## src/rtl/fsub_pipe_if.sv

```systemverilog
// Handshake bundle for fsub_pipe.
// Upstream: in_valid/in_ready with operands x1 (minuend) and x2 (subtrahend).
// Downstream: out_valid/out_ready with result y and overflow flag ovf.
// master: the side that drives operands and out_ready (operand select / writeback).
// slave:  the subtractor itself.
interface fsub_pipe_if;
  logic        in_valid;
  logic        in_ready;
  logic [31:0] x1;
  logic [31:0] x2;
  logic        out_valid;
  logic        out_ready;
  logic [31:0] y;
  logic        ovf;

  modport master (
    output in_valid, x1, x2, out_ready,
    input  in_ready, out_valid, y, ovf
  );

  modport slave (
    input  in_valid, x1, x2, out_ready,
    output in_ready, out_valid, y, ovf
  );
endinterface

```

## src/rtl/fsub_pipe.sv

```systemverilog
// Three-stage pipelined binary32 subtractor, y = x1 - x2, round-to-nearest-even,
// subnormals kept, overflow flag for finite operands rounding to infinity.
// Ports:
//   clk  - rising-edge clock
//   rst  - synchronous active-high reset
//   bus  - fsub_pipe_if.slave: in_valid/in_ready/x1/x2 in, out_valid/out_ready/y/ovf out
// Stages: S1 unpack/align/classify, S2 add/normalize, S3 round/pack into y/ovf.
// A stalled output freezes every stage; in_ready drops combinationally with it.
module fsub_pipe (
  input logic       clk,
  input logic       rst,
  fsub_pipe_if.slave bus
);

  logic        stall;
  logic        v1_q, v2_q, v3_q;
  logic [31:0] y_q;
  logic        ovf_q;

  // S1 combinational
  logic        a_sign, b_sign;
  logic [7:0]  a_exp, b_exp;
  logic [23:0] a_sig, b_sig;
  logic        swap;
  logic [7:0]  big_exp, sml_exp, exp_diff;
  logic [23:0] big_sig, sml_sig;
  logic [4:0]  shamt;
  logic [58:0] sml_wide;
  logic        a_inf, a_nan, b_inf, b_nan;

  logic        s1_sign_d, s1_sub_d, s1_sticky_d, s1_spec_d, s1_zsign_d;
  logic [7:0]  s1_exp_d;
  logic [26:0] s1_big_d, s1_sml_d;
  logic [31:0] s1_spec_y_d;

  logic        s1_sign_q, s1_sub_q, s1_sticky_q, s1_spec_q, s1_zsign_q;
  logic [7:0]  s1_exp_q;
  logic [26:0] s1_big_q, s1_sml_q;
  logic [31:0] s1_spec_y_q;

  // S2 combinational
  logic [26:0]       sml_jam;
  logic [27:0]       sum;
  logic [26:0]       v;
  logic [8:0]        ex;
  logic [4:0]        lz, lshift;
  logic signed [8:0] ep;
  logic [26:0]       s2_norm_d;
  logic [8:0]        s2_exp_d;

  logic [26:0] s2_norm_q;
  logic [8:0]  s2_exp_q;
  logic        s2_sign_q, s2_spec_q, s2_zsign_q;
  logic [31:0] s2_spec_y_q;

  // S3 combinational
  logic [23:0] sig;
  logic        rup;
  logic [24:0] sig25;
  logic [8:0]  er;
  logic [22:0] frac;
  logic [31:0] y_d;
  logic        ovf_d;

  assign stall         = v3_q & ~bus.out_ready;
  assign bus.in_ready  = ~stall;
  assign bus.out_valid = v3_q;
  assign bus.y         = y_q;
  assign bus.ovf       = ovf_q;

  // ---------------------------------------------------------------- S1
  always_comb begin
    a_sign = bus.x1[31];
    b_sign = ~bus.x2[31];  // subtract as add of the negated subtrahend
    // Subnormals behave as exponent 1 with a zero hidden bit.
    a_exp  = (bus.x1[30:23] == 8'd0) ? 8'd1 : bus.x1[30:23];
    b_exp  = (bus.x2[30:23] == 8'd0) ? 8'd1 : bus.x2[30:23];
    a_sig  = {|bus.x1[30:23], bus.x1[22:0]};
    b_sig  = {|bus.x2[30:23], bus.x2[22:0]};

    swap     = {b_exp, b_sig} > {a_exp, a_sig};
    big_exp  = swap ? b_exp : a_exp;
    big_sig  = swap ? b_sig : a_sig;
    sml_exp  = swap ? a_exp : b_exp;
    sml_sig  = swap ? a_sig : b_sig;
    exp_diff = big_exp - sml_exp;
    shamt    = (exp_diff > 8'd31) ? 5'd31 : exp_diff[4:0];
    // Everything shifted below the 27-bit field collapses into sticky.
    sml_wide = {sml_sig, 3'b000, 32'd0} >> shamt;

    s1_sign_d   = swap ? b_sign : a_sign;
    s1_sub_d    = a_sign ^ b_sign;
    s1_exp_d    = big_exp;
    s1_big_d    = {big_sig, 3'b000};
    s1_sml_d    = sml_wide[58:32];
    s1_sticky_d = |sml_wide[31:0];
    s1_zsign_d  = bus.x1[31] & ~bus.x2[31];

    a_nan = (&bus.x1[30:23]) & (|bus.x1[22:0]);
    a_inf = (&bus.x1[30:23]) & ~(|bus.x1[22:0]);
    b_nan = (&bus.x2[30:23]) & (|bus.x2[22:0]);
    b_inf = (&bus.x2[30:23]) & ~(|bus.x2[22:0]);

    s1_spec_d   = (&bus.x1[30:23]) | (&bus.x2[30:23]);
    s1_spec_y_d = 32'd0;
    if (b_nan) begin
      s1_spec_y_d = {bus.x2[31], 8'hFF, 1'b1, bus.x2[21:0]};
    end else if (a_nan) begin
      s1_spec_y_d = {bus.x1[31], 8'hFF, 1'b1, bus.x1[21:0]};
    end else if (a_inf && b_inf) begin
      // inf - inf of like sign is invalid: canonical negative quiet NaN
      s1_spec_y_d = (bus.x1[31] != bus.x2[31]) ? {bus.x1[31], 8'hFF, 23'd0} : 32'hFFC0_0000;
    end else if (a_inf) begin
      s1_spec_y_d = bus.x1;
    end else if (b_inf) begin
      s1_spec_y_d = {~bus.x2[31], 8'hFF, 23'd0};
    end
  end

  // ---------------------------------------------------------------- S2
  always_comb begin
    // Jammed sticky takes part in the subtraction so borrows round correctly.
    sml_jam = {s1_sml_q[26:1], s1_sml_q[0] | s1_sticky_q};
    if (s1_sub_q) begin
      sum = {1'b0, s1_big_q} - {1'b0, sml_jam};
    end else begin
      sum = {1'b0, s1_big_q} + {1'b0, sml_jam};
    end

    if (sum[27]) begin
      v  = {sum[27:2], sum[1] | sum[0]};
      ex = {1'b0, s1_exp_q} + 9'd1;
    end else begin
      v  = sum[26:0];
      ex = {1'b0, s1_exp_q};
    end

    lz = 5'd26;
    for (int i = 0; i < 27; i++) begin
      if (v[i]) lz = 5'(26 - i);
    end

    ep = $signed(ex) - $signed({4'd0, lz});
    if (ep <= 9'sd0) begin
      // Stop normalizing at exponent 1; the result is subnormal.
      lshift   = ex[4:0] - 5'd1;
      s2_exp_d = 9'd0;
    end else begin
      lshift   = lz;
      s2_exp_d = $unsigned(ep);
    end
    s2_norm_d = v << lshift;
  end

  // ---------------------------------------------------------------- S3
  always_comb begin
    sig   = s2_norm_q[26:3];
    rup   = s2_norm_q[2] & (s2_norm_q[1] | s2_norm_q[0] | s2_norm_q[3]);
    sig25 = {1'b0, sig} + {24'd0, rup};

    if (sig25[24]) begin
      er   = s2_exp_q + 9'd1;
      frac = sig25[23:1];
    end else if ((s2_exp_q == 9'd0) && sig25[23]) begin
      er   = 9'd1;  // subnormal rounded up into the smallest normal
      frac = sig25[22:0];
    end else begin
      er   = s2_exp_q;
      frac = sig25[22:0];
    end

    y_d   = {s2_sign_q, er[7:0], frac};
    ovf_d = 1'b0;
    if (s2_spec_q) begin
      y_d = s2_spec_y_q;
    end else if (sig25 == 25'd0) begin
      y_d = {s2_zsign_q, 31'd0};
    end else if (er >= 9'd255) begin
      y_d   = {s2_sign_q, 8'hFF, 23'd0};
      ovf_d = 1'b1;
    end
  end

  // ---------------------------------------------------------------- state
  always_ff @(posedge clk) begin
    if (rst) begin
      v1_q  <= 1'b0;
      v2_q  <= 1'b0;
      v3_q  <= 1'b0;
      y_q   <= 32'd0;
      ovf_q <= 1'b0;
    end else if (!stall) begin
      v1_q <= bus.in_valid & bus.in_ready;
      v2_q <= v1_q;
      v3_q <= v2_q;
      // y/ovf keep their last value across bubbles.
      if (v2_q) begin
        y_q   <= y_d;
        ovf_q <= ovf_d;
      end
    end
  end

  always_ff @(posedge clk) begin
    if (!stall) begin
      s1_sign_q   <= s1_sign_d;
      s1_sub_q    <= s1_sub_d;
      s1_exp_q    <= s1_exp_d;
      s1_big_q    <= s1_big_d;
      s1_sml_q    <= s1_sml_d;
      s1_sticky_q <= s1_sticky_d;
      s1_spec_q   <= s1_spec_d;
      s1_spec_y_q <= s1_spec_y_d;
      s1_zsign_q  <= s1_zsign_d;

      s2_norm_q   <= s2_norm_d;
      s2_exp_q    <= s2_exp_d;
      s2_sign_q   <= s1_sign_q;
      s2_spec_q   <= s1_spec_q;
      s2_spec_y_q <= s1_spec_y_q;
      s2_zsign_q  <= s1_zsign_q;
    end
  end

endmodule

```

## src/flat_wrapper.sv

```systemverilog
// flat-port wrapper written by rule: the top's interface ports become plain ports
module fsub_pipe_flat 
  (clk, rst, bus_in_valid, bus_x1, bus_x2, bus_out_ready, bus_in_ready, bus_out_valid, bus_y, bus_ovf);
  fsub_pipe_if bus_i ();
  input logic clk;
  input logic rst;
  input wire logic [$bits(bus_i.in_valid)-1:0] bus_in_valid;
  input wire logic [$bits(bus_i.x1)-1:0] bus_x1;
  input wire logic [$bits(bus_i.x2)-1:0] bus_x2;
  input wire logic [$bits(bus_i.out_ready)-1:0] bus_out_ready;
  output wire logic [$bits(bus_i.in_ready)-1:0] bus_in_ready;
  output wire logic [$bits(bus_i.out_valid)-1:0] bus_out_valid;
  output wire logic [$bits(bus_i.y)-1:0] bus_y;
  output wire logic [$bits(bus_i.ovf)-1:0] bus_ovf;
  assign bus_i.in_valid = bus_in_valid;
  assign bus_i.x1 = bus_x1;
  assign bus_i.x2 = bus_x2;
  assign bus_i.out_ready = bus_out_ready;
  assign bus_in_ready = bus_i.in_ready;
  assign bus_out_valid = bus_i.out_valid;
  assign bus_y = bus_i.y;
  assign bus_ovf = bus_i.ovf;
  fsub_pipe u_core (.clk(clk), .rst(rst), .bus(bus_i));
endmodule
```

## config.mk

```make
export PLATFORM = sky130hd
export DESIGN_NAME = fsub_pipe_flat
export DESIGN_NICKNAME = d
export VERILOG_FILES = /design/src/rtl/fsub_pipe_if.sv /design/src/rtl/fsub_pipe.sv /design/src/flat_wrapper.sv
export SDC_FILE = /design/constraint.sdc
export NUM_CORES = 1
export LEC_CHECK = 0
export BUFFER_PORTS_ARGS = -buffer_cell sky130_fd_sc_hd__buf_2
export CAP_MARGIN = 10
export CORE_ASPECT_RATIO = 1.25
export CORE_MARGIN = 3
export CORE_UTILIZATION = 57
export CTS_CLUSTER_DIAMETER = 30
export CTS_CLUSTER_SIZE = 28
export DETAILED_ROUTE_END_ITERATION = 8
export PLACE_DENSITY_LB_ADDON = 0.08
export SLEW_MARGIN = 20
export SYNTH_ARGS = -nofsm -noshare
export SYNTH_HDL_FRONTEND = slang
export SYNTH_SLANG_ARGS = --single-unit
export TNS_END_PERCENT = 1
```

## constraint.sdc

```tcl
create_clock -name clk -period 8 [get_ports clk]
set_input_delay 0.8 -clock clk [delete_from_list [all_inputs] [get_ports clk]]
set_output_delay 0.8 -clock clk [all_outputs]
set_load 0.02 [all_outputs]
```

=== Yosys cells after proc, flatten, opt, wreduce, memory -nomap -nowiden ===
Cells that the tools add are included.
Widths: inputs -> output; s select.

* Register bits: 203
* Word-level logic and storage cells: 123
* Input port bits: 68

* Mux-type cells: 53
* Shift-type cells: 2
* Reductions and logical operators: 15
* Bitwise logic cells: 19
* Equal/unequal tests: 1
* Magnitude comparators: 4
* Add/sub/neg operators: 8

{| class="wikitable"
|+ Operators by type and width
! kind !! number
|-
| $mux 32 || 8
|-
| $mux 5 || 18
|-
| $shr 59x5->59 || 1
|-
| $mux 24 || 2
|-
| $reduce_or 23->1 || 2
|-
| $gt 32x32->1 || 1
|-
| $mux 4 || 8
|-
| $mux 8 || 4
|-
| $reduce_or 32->1 || 1
|-
| $mux 31 || 1
|-
| $add 27x27->28 || 1
|-
| $mux 28 || 1
|-
| $sub 27x27->28 || 1
|-
| $mux 27 || 1
|-
| $mux 9 || 3
|-
| $shl 27x5->27 || 1
|-
| $add 24x1->25 || 1
|-
| $logic_not 25->1 || 1
|-
| $mux 23 || 1
|-
| $logic_not 8->1 || 2
|-
| $reduce_and 8->1 || 2
|-
| $reduce_or 8->1 || 2
|-
| $add 8x1->9 const B || 1
|-
| $add 9x1->9 const B || 1
|-
| 17 further kinds || 37
|}

=== Longest topological paths before layout ===
Gate-level depths: netlist of the first run.

* Depth after elaboration: 35
* Mapped depth: 38
* Depth with buffers taken out: 33

=== Least setup slack after synthesis of the first run ===
OpenSTA, ideal clock, no wires.

* Path type: flip-flop to flip-flop
* Start point: reg u_core.s1_sml_q[12]
* End point: reg u_core.s2_norm_q[19], data pin
* Data arrival time: 7.645 ns
* Period minus slack after synthesis: 7.920 ns
* Stages on the path, launching flop included: 37
* Library setup time: 0.274 ns
* Setup slack: 0.080 ns
* Required time: 7.726 ns
* Cells stage by stage: edfxtp_1 > inv_1 > ha_1 > clkbuf_1 > nor2_1 > nand2_1 > o32ai_1 > o211ai_1 > a311oi_1 > o211ai_1 > a21oi_1 > clkbuf_1 > clkbuf_1 > clkbuf_1 > buf_1 > buf_1 > nor2_1 > ha_1 > fa_1 > nor2b_1 > o21ai_0 > a21boi_0 > nor3_1 > o21ai_0 > nand2_1 > o22ai_1 > a31o_2 > o21a_1 > clkbuf_1 > clkbuf_1 > nand2_1 > o21ai_1 > buf_2 > buf_2 > nor2_1 > o311ai_0 > o211ai_1

* Longest elaborated chain between the ends: 33

{| class="wikitable"
|+ Ends and longest elaborated chain
! element !! line !! source
|-
| from (decl) || fsub_pipe.sv:38 || <nowiki>logic [26:0] s1_big_q, s1_sml_q;</nowiki>
|-
| from (signal assigned) || fsub_pipe.sv:210 || <nowiki>s1_sml_q <= s1_sml_d;</nowiki>
|-
| $add 27x27->28 / $sub 27x27->28 (equally long branches) || fsub_pipe.sv:127, fsub_pipe.sv:125 ||
|-
| $mux 28 (*) || fsub_pipe.sv:124 || <nowiki>if (s1_sub_q) begin</nowiki>
|-
| $mux 27 || fsub_pipe.sv:130 || <nowiki>if (sum[27]) begin</nowiki>
|-
| $mux 2 (2 in a row) || fsub_pipe.sv:140 || <nowiki>if (v[i]) lz = 5'(26 - i);</nowiki>
|-
| $mux 4 (8 in a row) || fsub_pipe.sv:140 ||
|-
| $mux 5 (16 in a row) || fsub_pipe.sv:140 ||
|-
| $sub 9x6->9 || fsub_pipe.sv:143 || <nowiki>ep = $signed(ex) - $signed({4'd0, lz});</nowiki>
|-
| $le 9x1->1 || fsub_pipe.sv:144 || <nowiki>if (ep <= 9'sd0) begin</nowiki>
|-
| $mux 5 || fsub_pipe.sv:144 ||
|-
| $shl 27x5->27 (*) || fsub_pipe.sv:152 || <nowiki>s2_norm_d = v << lshift;</nowiki>
|-
| named net u_core.s2_norm_d[19] || fsub_pipe.sv:48 || <nowiki>logic [26:0] s2_norm_d;</nowiki>
|-
| to (signal assigned) || fsub_pipe.sv:216 || <nowiki>s2_norm_q <= s2_norm_d;</nowiki>
|-
| to (decl) || fsub_pipe.sv:51 || <nowiki>logic [26:0] s2_norm_q;</nowiki>
|}

Mark *: on every way through the listed nets, which the timed path passes. The rest lies on a longest branch.
A chain may end at the register's enable or synchronous reset.

=== Worst setup path in the final report of the first run ===
* Start point: reg u_core.s1_big_q[4]
* End point: reg u_core.s2_norm_q[20], data pin

* Longest elaborated chain between the ends: 33

{| class="wikitable"
|+ Ends and longest elaborated chain
! element !! line !! source
|-
| from (decl) || fsub_pipe.sv:38 ||
|-
| from (signal assigned) || fsub_pipe.sv:209 || <nowiki>s1_big_q <= s1_big_d;</nowiki>
|-
| $add 27x27->28 / $sub 27x27->28 (equally long branches) || fsub_pipe.sv:127, fsub_pipe.sv:125 ||
|-
| $mux 28 (*) || fsub_pipe.sv:124 ||
|-
| $mux 27 || fsub_pipe.sv:130 ||
|-
| $mux 2 (2 in a row) || fsub_pipe.sv:140 ||
|-
| $mux 4 (8 in a row) || fsub_pipe.sv:140 ||
|-
| $mux 5 (16 in a row) || fsub_pipe.sv:140 ||
|-
| $sub 9x6->9 || fsub_pipe.sv:143 ||
|-
| $le 9x1->1 || fsub_pipe.sv:144 ||
|-
| $mux 5 || fsub_pipe.sv:144 ||
|-
| $shl 27x5->27 (*) || fsub_pipe.sv:152 ||
|-
| named net u_core.s2_norm_d[20] || fsub_pipe.sv:48 ||
|}

Marks and branches as above.

==> results.txt, run 1 <==
Most frequent cells after synthesis: 215 x nand2_1, 211 x nor2_1, 167 x edfxtp_1
Synthesized Nets: 2312
Post-synthesis adder-cell area fraction: 6.85%
Switch Pwr: 0.00236 W
Area growth from synthesis to layout: 16.6%
Synth Area in XOR/XNOR: 3.13%
GRT overflow: 0
Critical path launch point type: register
Cells after Synth: 2148
Met3 routed WL: 4.80 mm
Detail Route Antenna Nets: 0
P per Cell Area: 259 nW/µm²
Crit path required time: 8.29 ns
TritonCTS clock tree: done
WL final: 64.8 mm
Final Worst Setup Slack: 0.151 ns
Most frequent cell after synthesis: nand2_1
Largest cells by area after synthesis: edfxtp_1 28%, ha_1 6.6%, nand2_1 4.5%
Mux contribution to synthesized area: 3.56%
CTS Buffer Depth: 3
Internal Dissipation: 0.00301 W
Post-synthesis sequential area ratio: 32.3%
Largest stage delay, worst path: 0.49 ns
Clock tree sinks: 203
Total vias in the final route: 18731
First-pass GRT wire length: 97.8 mm
DR WL/cell: 23.9 µm
M1 WL: 22.9 mm
Distinct cells, synth: 93
Clk Latency, worst-skew pair: 0.58 ns
Setup CP Type: register to register
IO Port Bufs: 102
Max FO, Critical Path: 11
FFs w/ async S/R, synth: 0%
Max Clock Freq: 0.127 GHz
FP Rows: 71
Synthesis Warnings: 0
Uppermost routed layer: met4
Wire length on met2: 32.1 mm
Sequential Power Share: 29.1%
Die height: 203 µm
Finished layout cell area: 20700 µm²
Nature of the critical path endpoint: register
Max_cap viols: 0
CP arrival: 8.14 ns
Min-Delay Path Class: register to register
Synth area leader: edfxtp_1
1st-pass router iterations: 9
Starting Density: 58.5%
Combinational family with the most area after synthesis: compound AO/OA/AOI/OAI gates
Depth of the CTS H-tree: 1
Vias per Instance: 6.90
Gate power share: 47.3%
Post-DP HPWL: 49.2 mm
Post-DP Area: 19400 µm²
CTS root buf: clkbuf_16
Post-Layout Cell Count: 2714
Die width: 164 µm
Syn_area_per_cell: 8.27 µm²
Final Critical Period: 7.85 ns
Status: complete, no violations
Final Max Slew Viols: 0
Compound-Gate Fraction of Synth Area: 27.6%
Initial antenna violation count: 0
Clk network pwr share: 23.6%
Layout cell share with drive strength beyond 1: 17.4%
CP most frequent cell: buf_4
Number of diodes: 0
Vias in the first global route: 17727
Final hold vios: 0
Slew headroom: 29.0%
Switch share: 43.9%
Clock slew at reported path FFs: 0.07 ns
Num CTS Buffers: 28
Top cell type's share of synthesized area: 28.2%
Peak supply drop: 0.000196 V
Nets: 2455
Total die area: 33300 µm²
Post-synth EDFFs: 167
Worst Max-Slew Pin Slew: 1.06 ns
Crit-path slowest cell: a2111o_1
DRC: 0
Leak pwr: 8.42 nW
Clk_skew: 0.0180 ns
GRT Total Usage: 37.4%
Gpl congestion: 1.02
Dpl cells: 2655
Largest net degree at the start of global routing: 89
Final setup vio count: 0
Final period util: 98.1%
# IOs: 103
Post-layout util: 68.2%
Placement Setup Slack: -0.245 ns
Main synth FF type: edfxtp_1
Total power: 0.00537 W
Yosys reg bits: 203
Post-Syn Area: 17800 µm²
Core area: 30400 µm²
Simple-gate portion of the synthesized area: 20.9%
Iteration-0 DRC Markers: 1831
## critical path, delay by kind of cell, from the launching register on
kind | cells | cell delay (ns)
AO/OA/AOI/OAI | 16 | 3.69
AND/OR/NAND/NOR | 7 | 1.13
buffers and inverters | 6 | 0.92
adder cells (fa/ha/maj) | 2 | 0.74
flip-flops | 1 | 0.43
XOR/XNOR | 1 | 0.36
multiplexers | 1 | 0.29
## kinds of logic after synthesis
family,count (synthesis)
other,1
xor gates and xnor gates,62
AOI/OAI and AO/OA,703
DFF,203
buffers and inverters,253
and+or+nand+nor,768
muxes,62
adders and majority gates,96
## sequential cells by signal, indices dropped and copies added (netlist names)
register,flops
u_core.v2_q,1
u_core.bus.out_valid,1
u_core.bus.y,32
u_core.s2_exp_q,9
u_core.s1_sub_q,1
u_core.s1_sign_q,1
u_core.s2_spec_y_q,32
u_core.s1_big_q,24
u_core.s1_sml_q,27
u_core.s1_exp_q,8
u_core.s2_spec_q,1
u_core.s1_spec_q,1
u_core.bus.ovf,1
u_core.s2_zsign_q,1
u_core.s2_sign_q,1
u_core.s1_spec_y_q,32
u_core.s1_zsign_q,1
u_core.v1_q,1
u_core.s2_norm_q,27
u_core.s1_sticky_q,1
## worst paths after layout
check | start | endpoint | slack (ns) | cells after the start
max reg2reg | u_core.s1_big_q[4] | u_core.s2_norm_q[20] | 0.15 | 33
min reg2reg | u_core.s1_spec_y_q[30] | u_core.s2_spec_y_q[30] | 0.42 | 0
max | u_core.s1_big_q[4] | u_core.s2_norm_q[20] | 0.15 | 33
min | u_core.s1_spec_y_q[30] | u_core.s2_spec_y_q[30] | 0.42 | 0
## through the flow
step | hold WS, ns | TNS [ns]
floorplan | 0.400 | 0
global placement | 0.401 | -0.157
detailed placement | 0.405 | -2.68
CTS | 0.421 | -0.0179
global route | 0.424 | -0.395
finish | 0.419 | 0
## power by group through the flow
stage	registers [W]	logic (W)	clock network, W
floorplan	0.00147	0.00156	0
finish	0.00156	0.00254	0.00127
CTS	0.00155	0.00238	0.00128
global placement	0.00156	0.00233	0
global route	0.00158	0.00271	0.00132
detailed placement	0.00157	0.00235	0
## cell usage in the layout (no fill, tap or decap), types with 62 or more instances in the layout
master / count
ha_1: 94
inv_1: 112
o21ai_0: 120
a211oi_1: 62
buf_4: 143
nand2_1: 214
nor2_1: 209
buf_2: 102
nor3_1: 72
edfxtp_1: 167
a21oi_1: 139
## timing repair
action                                  in CTS  in global routing
pin swaps                                    0                 12
endpoints found under the setup margin      23                 27
buffers inserted                             0                  7
cloned                                       0                  0
hold buffers                                 0                  0
resized for setup                           10                 55
## metal layers
| metal | vias up | global-route usage, % |
|---|---|---|
| met5 | - | 0 |
| met4 | 0 | 23.3 |
| met3 | 300 | 3.74 |
| met2 | 1110 | 66.4 |
| met1 | 8831 | 42.8 |
| li1 | 8490 | - |
## cell type report
cell class | instances | area [µm²]
clock buffer | 30 | 718
timing repair buffer | 253 | 1720
sequential | 203 | 5740
inverter | 113 | 424
multi-input combinational | 1692 | 11300
tap | 401 | 502
fill | 2471 | 9670
clock inverter | 22 | 270
Note: power is estimated with default switching activity, not from simulation.
==> run 2: changes to the inputs <==
--- a/config.mk
+++ b/config.mk
@@ -8,9 +8,9 @@
 export BUFFER_PORTS_ARGS = -buffer_cell sky130_fd_sc_hd__buf_2
 export CAP_MARGIN = 10
 export CORE_ASPECT_RATIO = 1.25
-export CORE_MARGIN = 3
+export CORE_MARGIN = 10
 export CORE_UTILIZATION = 57
-export CTS_CLUSTER_DIAMETER = 30
+export CTS_CLUSTER_DIAMETER = 60
 export CTS_CLUSTER_SIZE = 28
 export DETAILED_ROUTE_END_ITERATION = 8
 export PLACE_DENSITY_LB_ADDON = 0.08
==> results.txt, run 2 (synthesized netlist as in run 1, its figures left out) <==
Hold slack: 0.420 ns (was 0.419 ns)
Setup CP Type: register to register (unchanged)
Final setup vio count: 0 (unchanged)
Total vias in the final route: 18940 (was 18731)
Slew headroom: 18.1% (was 29.0%)
GRT overflow: 0 (unchanged)
1st-pass router iterations: 7 (was 9)
Status: complete, no violations (unchanged)
Max Clock Freq: 0.128 GHz (was 0.127 GHz)
Worst Max-Slew Pin Slew: 1.22 ns (was 1.06 ns)
DR WL/cell: 24.4 µm (was 23.9 µm)
Most common cell after layout, fill and taps aside: nand2_1 (unchanged)
Crit path buffers/inverters: 8 (was 6)
Clock tree sinks: 203 (unchanged)
Max_cap viols: 0 (unchanged)
Depth of the CTS H-tree: 1 (unchanged)
Setup TNS: 0 ns (unchanged)
Global route hottest layer: met2 (unchanged)
Iteration-0 DRC Markers: 2093 (was 1831)
GRT Total Usage: 33.0% (was 37.4%)
Leak pwr: 8.47 nW (was 8.42 nW)
Met1 Use GR: 36.4% (was 42.8%)
Min-Delay Path Class: register to register (unchanged)
Crit-path slowest cell: a2111o_1 (unchanged)
DRC: 0 (unchanged)
Final Max Slew Viols: 0 (unchanged)
First-pass GRT wire length: 101 mm (was 97.8 mm)
Met3 Usage GRT: 3.55% (was 3.74%)
Area growth from synthesis to layout: 16.7% (was 16.6%)
P per Cell Area: 240 nW/µm² (was 259 nW/µm²)
Total power: 0.00499 W (was 0.00537 W)
Detail Route Antenna Nets: 0 (unchanged)
Placement Setup Slack: -0.648 ns (was -0.245 ns)
Vias in the first global route: 18119 (was 17727)
Final hold vios: 0 (unchanged)
Post-CTS Hold Buffers: 0 (unchanged)
Nets: 2502 (was 2455)
Max FO, Critical Path: 8 (was 11)
Finished layout cell area: 20700 µm² (about the same)
Layout cell share with drive strength beyond 1: 19.1% (was 17.4%)
Core area: 30900 µm² (was 30400 µm²)
Total die area: 38700 µm² (was 33300 µm²)
Vias per Instance: 6.88 (was 6.90)
Final Worst Setup Slack: 0.160 ns (was 0.151 ns)
Critical path launch point type: register (unchanged)
Crit-path leading delay family: compound AO/OA/AOI/OAI gates (unchanged)
CP most frequent cell: buf_4 (unchanged)
Clock slew at reported path FFs: 0.10 ns (was 0.07 ns)
Peak supply drop: 0.000210 V (was 0.000196 V)
Post-DP HPWL: 52.3 mm (was 49.2 mm)
CP arrival: 8.16 ns (was 8.14 ns)
Routing usage on met2: 58.1% (was 66.4%)
CTS root buf: clkbuf_16 (unchanged)
Clk_skew: 0.0146 ns (was 0.0180 ns)
Die width: 178 µm (was 164 µm)
Nature of the critical path endpoint: register (unchanged)
IO Port Bufs: 102 (unchanged)
Initial antenna violation count: 0 (unchanged)
Crit path required time: 8.32 ns (was 8.29 ns)
Gpl congestion: 1.10 (was 1.02)
Final Critical Period: 7.84 ns (was 7.85 ns)
Die height: 217 µm (was 203 µm)
Starting Density: 57.5% (was 58.5%)
TritonCTS clock tree: done (unchanged)
Num CTS Buffers: 14 (was 28)
Post-DP Area: 19900 µm² (was 19400 µm²)
# IOs: 103 (unchanged)
WL final: 67.0 mm (was 64.8 mm)
Final period util: 98.0% (was 98.1%)
Largest net degree at the start of global routing: 90 (was 89)
Highest-count cells in the layout ignoring fill and taps: 211 x nand2_1, 208 x nor2_1, 205 x buf_4, 167 x edfxtp_1, 137 x a21oi_1 (was 214 x nand2_1, 209 x nor2_1, 167 x edfxtp_1, 143 x buf_4, 139 x a21oi_1)
Clk Latency, worst-skew pair: 0.51 ns (was 0.58 ns)
CTS Buffer Depth: 3 (unchanged)
Largest stage delay, worst path: 0.58 ns (was 0.49 ns)
Number of diodes: 0 (unchanged)
FP Rows: 72 (was 71)
## run 2: power by group
group	internal (W)	switching, W	total (W)
sequential	0.00134	0.000244	0.00158
combinational	0.00103	0.00160	0.00264
clock	0.000385	0.000381	0.000766
## run 2: final timing paths
path	from	end	slack, ns	depth (start not counted)
worst max-delay path	u_core.s1_sml_q[4]	u_core.s2_norm_q[26]	0.16	37
worst min-delay path	u_core.s1_spec_y_q[24]	u_core.s2_spec_y_q[24]	0.42	0
worst max register to register	u_core.s1_sml_q[4]	u_core.s2_norm_q[26]	0.16	37
worst min register to register	u_core.s1_spec_y_q[24]	u_core.s2_spec_y_q[24]	0.42	0
## run 2: per-stage QoR
step | std cells | utilization [%]
3_3_place_gp | 2723 | 64.3
5_1_grt | 2752 | 67.1
6_report | 2752 | 67.1
4_1_cts | 2748 | 66.1
2_1_floorplan | 2148 | -
3_5_place_dp | 2723 | 64.3
## run 2: final cells by class
type	count	area (µm²)
Clock buffer	15	375
Clock inverter	8	97.6
Fill cell	2523	10200
Inverter	113	424
Multi-Input combinational cell	1692	11400
Sequential cell	203	5740
Tap cell	407	509
Timing Repair Buffer	314	2170
## run 2: what timing repair did
item	4_1_cts	5_1_grt
setup buffers	2	4
pin swaps	5	10
resized for setup	23	54
setup endpoints to repair	25	27
## run 2: metal layers
layer | wire length (µm) | vias to the layer above
li1 | - | 8540
met1 | 23600 | 8934
met2 | 33300 | 1160
met3 | 4870 | 306
met4 | 5350 | 0
met5 | 0 | -
